==> src/rtl/serial_word_deser.sv <==
// Serial-to-parallel word deserializer with inter-bit gap timeout.
// Define SERIAL_WORD_DESER_LSB_FIRST_EN for LSB-first assembly (default MSB-first).
module serial_word_deser #(
    parameter int WIDTH   = 8,
    parameter int TIMEOUT = 16
) (
    input  logic             clk_i,
    input  logic             arst_n_i,
    input  logic             data_val_i,
    input  logic             data_i,
    output logic [WIDTH-1:0] data_o,
    output logic             data_val_o,
    output logic             err_o,
    output logic             busy_o
);

    localparam int BW = $clog2(WIDTH + 1);
    localparam int GW = (TIMEOUT > 0) ? $clog2(TIMEOUT + 1) : 1;

    typedef enum logic {
        IDLE    = 1'b0,
        COLLECT = 1'b1
    } state_t;

    state_t             state_q, state_d;
    logic [BW-1:0]      bit_cnt_q, bit_cnt_d;
    logic [WIDTH-2:0]   shift_q, shift_d, shift_nx;
    logic [WIDTH-1:0]   word_nx;
    logic [WIDTH-1:0]   data_q, data_d;
    logic               dval_q, dval_d;
    logic               err_q, err_d;
    logic               gap_run;
    logic               tmo;

    // The partial register only ever holds WIDTH-1 bits; the final bit
    // is merged straight into the completed word.
`ifdef SERIAL_WORD_DESER_LSB_FIRST_EN
    assign word_nx  = {data_i, shift_q};
    assign shift_nx = word_nx[WIDTH-1:1];
`else
    assign word_nx  = {shift_q, data_i};
    assign shift_nx = word_nx[WIDTH-2:0];
`endif

    assign gap_run = (state_q == COLLECT) && !data_val_i;

    if (TIMEOUT > 0) begin : g_gap
        logic [GW-1:0] gap_q, gap_d;

        assign tmo = gap_run && (gap_q == GW'(TIMEOUT - 1));

        // Count idle cycles inside a partial word; any bit clears it.
        always_comb begin
            gap_d = '0;
            if (gap_run && !tmo) begin
                gap_d = gap_q + 1'b1;
            end
        end

        // Gap counter register.
        always_ff @(posedge clk_i or negedge arst_n_i) begin
            if (!arst_n_i) begin
                gap_q <= '0;
            end else begin
                gap_q <= gap_d;
            end
        end
    end else begin : g_nogap
        assign tmo = 1'b0;
    end

    // Next-state, shift and output-pulse decode.
    always_comb begin
        state_d   = state_q;
        bit_cnt_d = bit_cnt_q;
        shift_d   = shift_q;
        data_d    = data_q;
        dval_d    = 1'b0;
        err_d     = 1'b0;
        unique case (state_q)
            IDLE: begin
                if (data_val_i) begin
                    shift_d   = shift_nx;
                    bit_cnt_d = BW'(1);
                    state_d   = COLLECT;
                end
            end
            COLLECT: begin
                if (data_val_i) begin
                    if (bit_cnt_q == BW'(WIDTH - 1)) begin
                        data_d    = word_nx;
                        dval_d    = 1'b1;
                        shift_d   = '0;
                        bit_cnt_d = '0;
                        state_d   = IDLE;
                    end else begin
                        shift_d   = shift_nx;
                        bit_cnt_d = bit_cnt_q + 1'b1;
                    end
                end else if (tmo) begin
                    err_d     = 1'b1;
                    shift_d   = '0;
                    bit_cnt_d = '0;
                    state_d   = IDLE;
                end
            end
        endcase
    end

    // State, datapath and registered output pulses.
    always_ff @(posedge clk_i or negedge arst_n_i) begin
        if (!arst_n_i) begin
            state_q   <= IDLE;
            bit_cnt_q <= '0;
            shift_q   <= '0;
            data_q    <= '0;
            dval_q    <= 1'b0;
            err_q     <= 1'b0;
        end else begin
            state_q   <= state_d;
            bit_cnt_q <= bit_cnt_d;
            shift_q   <= shift_d;
            data_q    <= data_d;
            dval_q    <= dval_d;
            err_q     <= err_d;
        end
    end

    assign data_o     = data_q;
    assign data_val_o = dval_q;
    assign err_o      = err_q;
    assign busy_o     = (state_q == COLLECT);

endmodule

==> config.mk <==
export PLATFORM = sky130hd
export DESIGN_NAME = serial_word_deser
export DESIGN_NICKNAME = d
export VERILOG_FILES = /design/src/rtl/serial_word_deser.sv
export SDC_FILE = /design/constraint.sdc
export NUM_CORES = 1
export LEC_CHECK = 0
export CORE_UTILIZATION = 45
export CTS_CLUSTER_DIAMETER = 150
export DETAILED_ROUTE_END_ITERATION = 6
export GPL_ROUTABILITY_DRIVEN = 0
export GPL_TIMING_DRIVEN = 0
export PLACE_DENSITY = 0.69
export SKIP_LAST_GASP = 1
export SYNTH_ARGS = -nofsm -noshare
export SYNTH_HDL_FRONTEND = slang
export SYNTH_SLANG_ARGS = --single-unit
==> constraint.sdc <==
create_clock -name clk_i -period 1.5 [get_ports clk_i]
set_clock_uncertainty 0.15 [all_clocks]
set_input_delay 0.3 -clock clk_i [delete_from_list [all_inputs] [get_ports clk_i]]
set_output_delay 0.3 -clock clk_i [all_outputs]
set_load 0.05 [all_outputs]
==> reports/qor.csv <==
stage,metric,value,unit
synth,Post-Syn Area per Cell,13.7,um2
run,max_cap viols,0,
cts,Clock Sink Count,27,
sta,worst slew pin tran,1.17,ns
sta,setup violators final,25,
worst_setup_path,crit-path cells,ha_2 > and3_4 > ha_4 > or3_4 > nor2_1,
floorplanning,Initial Util,48.8,%
routing,routed via count,711,
synth,top cell type's share of synthesized area,61.4,%
run_status,failing checks,negative setup slack,
routing,Remaining DRCs,0,
pwr,P_int,1.46,mW
floorplanning,Die W,51.4,um
synth,"Primary FF master, synth",dfrtp_1,
sta,worst setup margin,-0.158,ns
synth,Post-Syn Instances,80,
routing,Vias/cell,5.23,
placement,HPWL after detailed placement,1160,um
worst_setup_path,critical path arrival,1.76,ns
worst_setup_path,CP required,1.61,ns
finish,layout cells sized above 1,45.4,%
run_status,status,finished with violations,
routing,Detailed Route WL,2050,um
placement,Placed Instances,121,
worst_setup_path,worst setup path category,reg2reg,
synth,post-synth net total,87,
sta,Max Freq,603,MHz
cts,Clock Path Buffers,2,
routing,detailed-route wire length per cell,15.1,um
cts,total CTS buffers,3,
cts,clock root buffer,clkbuf_4,
cts,H-tree levels,1,
worst_setup_path,Worst path max stage delay,0.43,ns
floorplanning,total die area,2650,um2
synth,Post-synth EDFFs,0,
pwr,register share of total power,44.5,%
synth,cell taking the most area after synthesis,dfrtp_1,
grt,total track usage,16.1,%
sta,final period utilization,111,%
sta,Slew headroom,22.3,%
min_path,Hold Crit Class,in2reg,
pwr,switching pwr,0.960,mW
synth,share of the yosys chip area belonging to registers,61.4,%
pwr,total chip power,2.42,mW
pwr,clock network power share,12.7,%
worst_setup_path,critical path startpoint category,flop,
synth,synthesis-stage register bit count,27,
floorplanning,Ports,15,
finish,# diodes,0,
worst_setup_path,crit-path leading delay family,simple AND/OR/NAND/NOR gates,
synth,YS warnings,0,
floorplanning,site row count,17,
worst_setup_path,"Max FO, Critical Path",5,
synth,"top cells by count, synth","dfrtp_1, a22o_1, mux2_2",
pwr,combinational power share,42.8,%
sta,RSZ-0062 raised after global routing,true,
worst_setup_path,CP Buf/Inv Count,0,
synth,most common cell in the netlist,dfrtp_1,
grt,pin count of the biggest net entering global routing,28,
pwr,leakage,0.697,nW
finish,Layout Utilization,63.8,%
sta,Max Transition Viols Final,0,
grt,global route overflow,0,
synth,Synth cell types,27,
cts,CTS tree,built,
cts,clk_lat worst skew,0.32,ns
worst_setup_path,slowest CP cell,dfrtp_1,
finish,"Cell Count, Final, Fillers Out",136,
sta,final hold viol count,0,
pwr,Switching Fraction,39.7,%
routing,First-pass DRT Iterations,4,
finish,# nets final,116,
finish,synthesis-to-layout area growth,30.7,%
pwr,Max VDD drop,1100,uV
floorplanning,core area,2250,um2
cts,Clock Pin Slew Worst Setup and Hold Paths,0.14,ns
routing,drt initial violations,3,
grt,first-pass GRT wire length,2990,um
synth,ys async rst share,100,%
synth,Netlist Area Pre-Place,1100,um2
floorplanning,Chip Height,51.4,um
finish,Fillers,197,
routing,DRT antenna net count,0,
pwr,power density over the cells,1680,nW/um2
worst_setup_path,"reg-to-reg slack, setup",-0.16,ns
sta,min cycle time layout,1.66,ns
sta,hold_ws,0.0678,ns
placement,Port Buf Inserts,13,
worst_setup_path,crit end category,flop,
grt,vias in the first global route,680,
synth,ranking of synthesized cells by area,"dfrtp_1, mux2_2, a22o_1, ha_1, nor2_1",
grt,initial antenna violation count,0,
[timing repair]
item | CTS | global route
pin swaps | 3 | 10
hold buffers | 0 | 0
endpoints found under the setup margin | 61 | 28
endpoints found under the hold margin | 0 | 0
gates resized for setup | 53 | 18
cloned | 0 | 2
setup buffers | 6 | 3
[layout make-up]
type                       count  area [um2]  share of cell area (%)
sequential                    27         677                    47.1
multi-input combinational     48         480                    33.4
timing repair buffer          23         180                    12.5
tap                           28        35.0                    2.44
clock buffer                   3        22.5                    1.57
buffer                         2        22.5                    1.57
inverter                       4        15.0                    1.04
clock inverter                 1        5.00                   0.348
[power by group through the flow]
stage	registers, mW	clock network (mW)	logic (mW)
after floorplan	1.40	0	0.335
after global placement	1.08	0	0.925
after detailed placement	1.08	0	0.938
after CTS	1.07	0.322	0.947
after global routing	1.11	0.347	1.10
final	1.08	0.306	1.04
[path summary, 6_finish.rpt]
path,startpoint,to,depth (start not counted)
max,g_gap.gap_q[0],g_gap.gap_q[2],5
min,data_val_i,err_o,2
max reg2reg,g_gap.gap_q[0],g_gap.gap_q[2],5
min reg2reg,g_gap.gap_q[0],g_gap.gap_q[0],1
max in group asynchronous,arst_n_i,busy_o,1
min in group asynchronous,arst_n_i,shift_q[1],1
[metal layers]
layer | vias to the layer above | global-route usage, % | wire length (um)
met5 | - | 0 | 0
met4 | 0 | 6.76 | 13
met3 | 2 | 3.57 | 72
met2 | 16 | 27.7 | 930
met1 | 350 | 19.2 | 1030
li1 | 343 | - | -
[worst register-to-register path: stages (launching register included)]
cell and delay [ns]:
dfrtp_1 0.43, ha_2 0.18, and3_4 0.18, ha_4 0.17, or3_4 0.37, nor2_1 0.11
[per-stage QoR]
step / setup slack [ns] / area, um2 / TNS (ns)
3_3_place_gp: -0.494 / 1300 / -14.56
3_5_place_dp: -0.506 / 1300 / -15.28
2_1_floorplan: -0.0454 / 1130 / -0.553
6_report: -0.158 / 1440 / -1.90
4_1_cts: -0.136 / 1360 / -1.73
5_1_grt: -0.207 / 1440 / -3.04
[cell families (layout without fill, tap and decap cells)]
group                    count (synthesis)  after routing  share of synthesized area, %
flip-flops                              27             27                          61.4
AND/OR/NAND/NOR                         19             19                          11.3
AO/OA/AOI/OAI                           14             15                          10.2
multiplexers                             8              8                          8.19
buffers and inverters                    6             33                          3.07
adder cells (fa/ha/maj)                  3              3                          3.41
XOR/XNOR                                 3              3                          2.39
[sequential cells by signal, summed over array words and instances, names as in the netlist]
name and count:
data_o 8, shift_q 7, g_gap.gap_q 5, bit_cnt_q 4, busy_o 1, data_val_o 1, err_o 1
[placed cells by master, fill, tap and decap left out, drive strengths merged]
| cell type | count |
|---|---|
| a32o | 1 |
| clkdlybuf4s50 | 1 |
| mux2 | 8 |
| and3 | 1 |
| nand4 | 1 |
| nand3b | 1 |
| o21ai | 1 |
| nand2 | 3 |
| clkbuf | 4 |
| dfrtp | 27 |
| xnor2 | 2 |
| xor2 | 1 |
| o21a | 2 |
| o211ai | 1 |
| buf | 22 |
| clkinv | 1 |
| a21oi | 3 |
| or3 | 1 |
| or4 | 1 |
| clkdlybuf4s15 | 1 |
| inv | 4 |
| nor3 | 1 |
| ha | 3 |
| nand3 | 3 |
| a22o | 7 |
| nor2 | 7 |
Power figures use the tool's default switching activity.
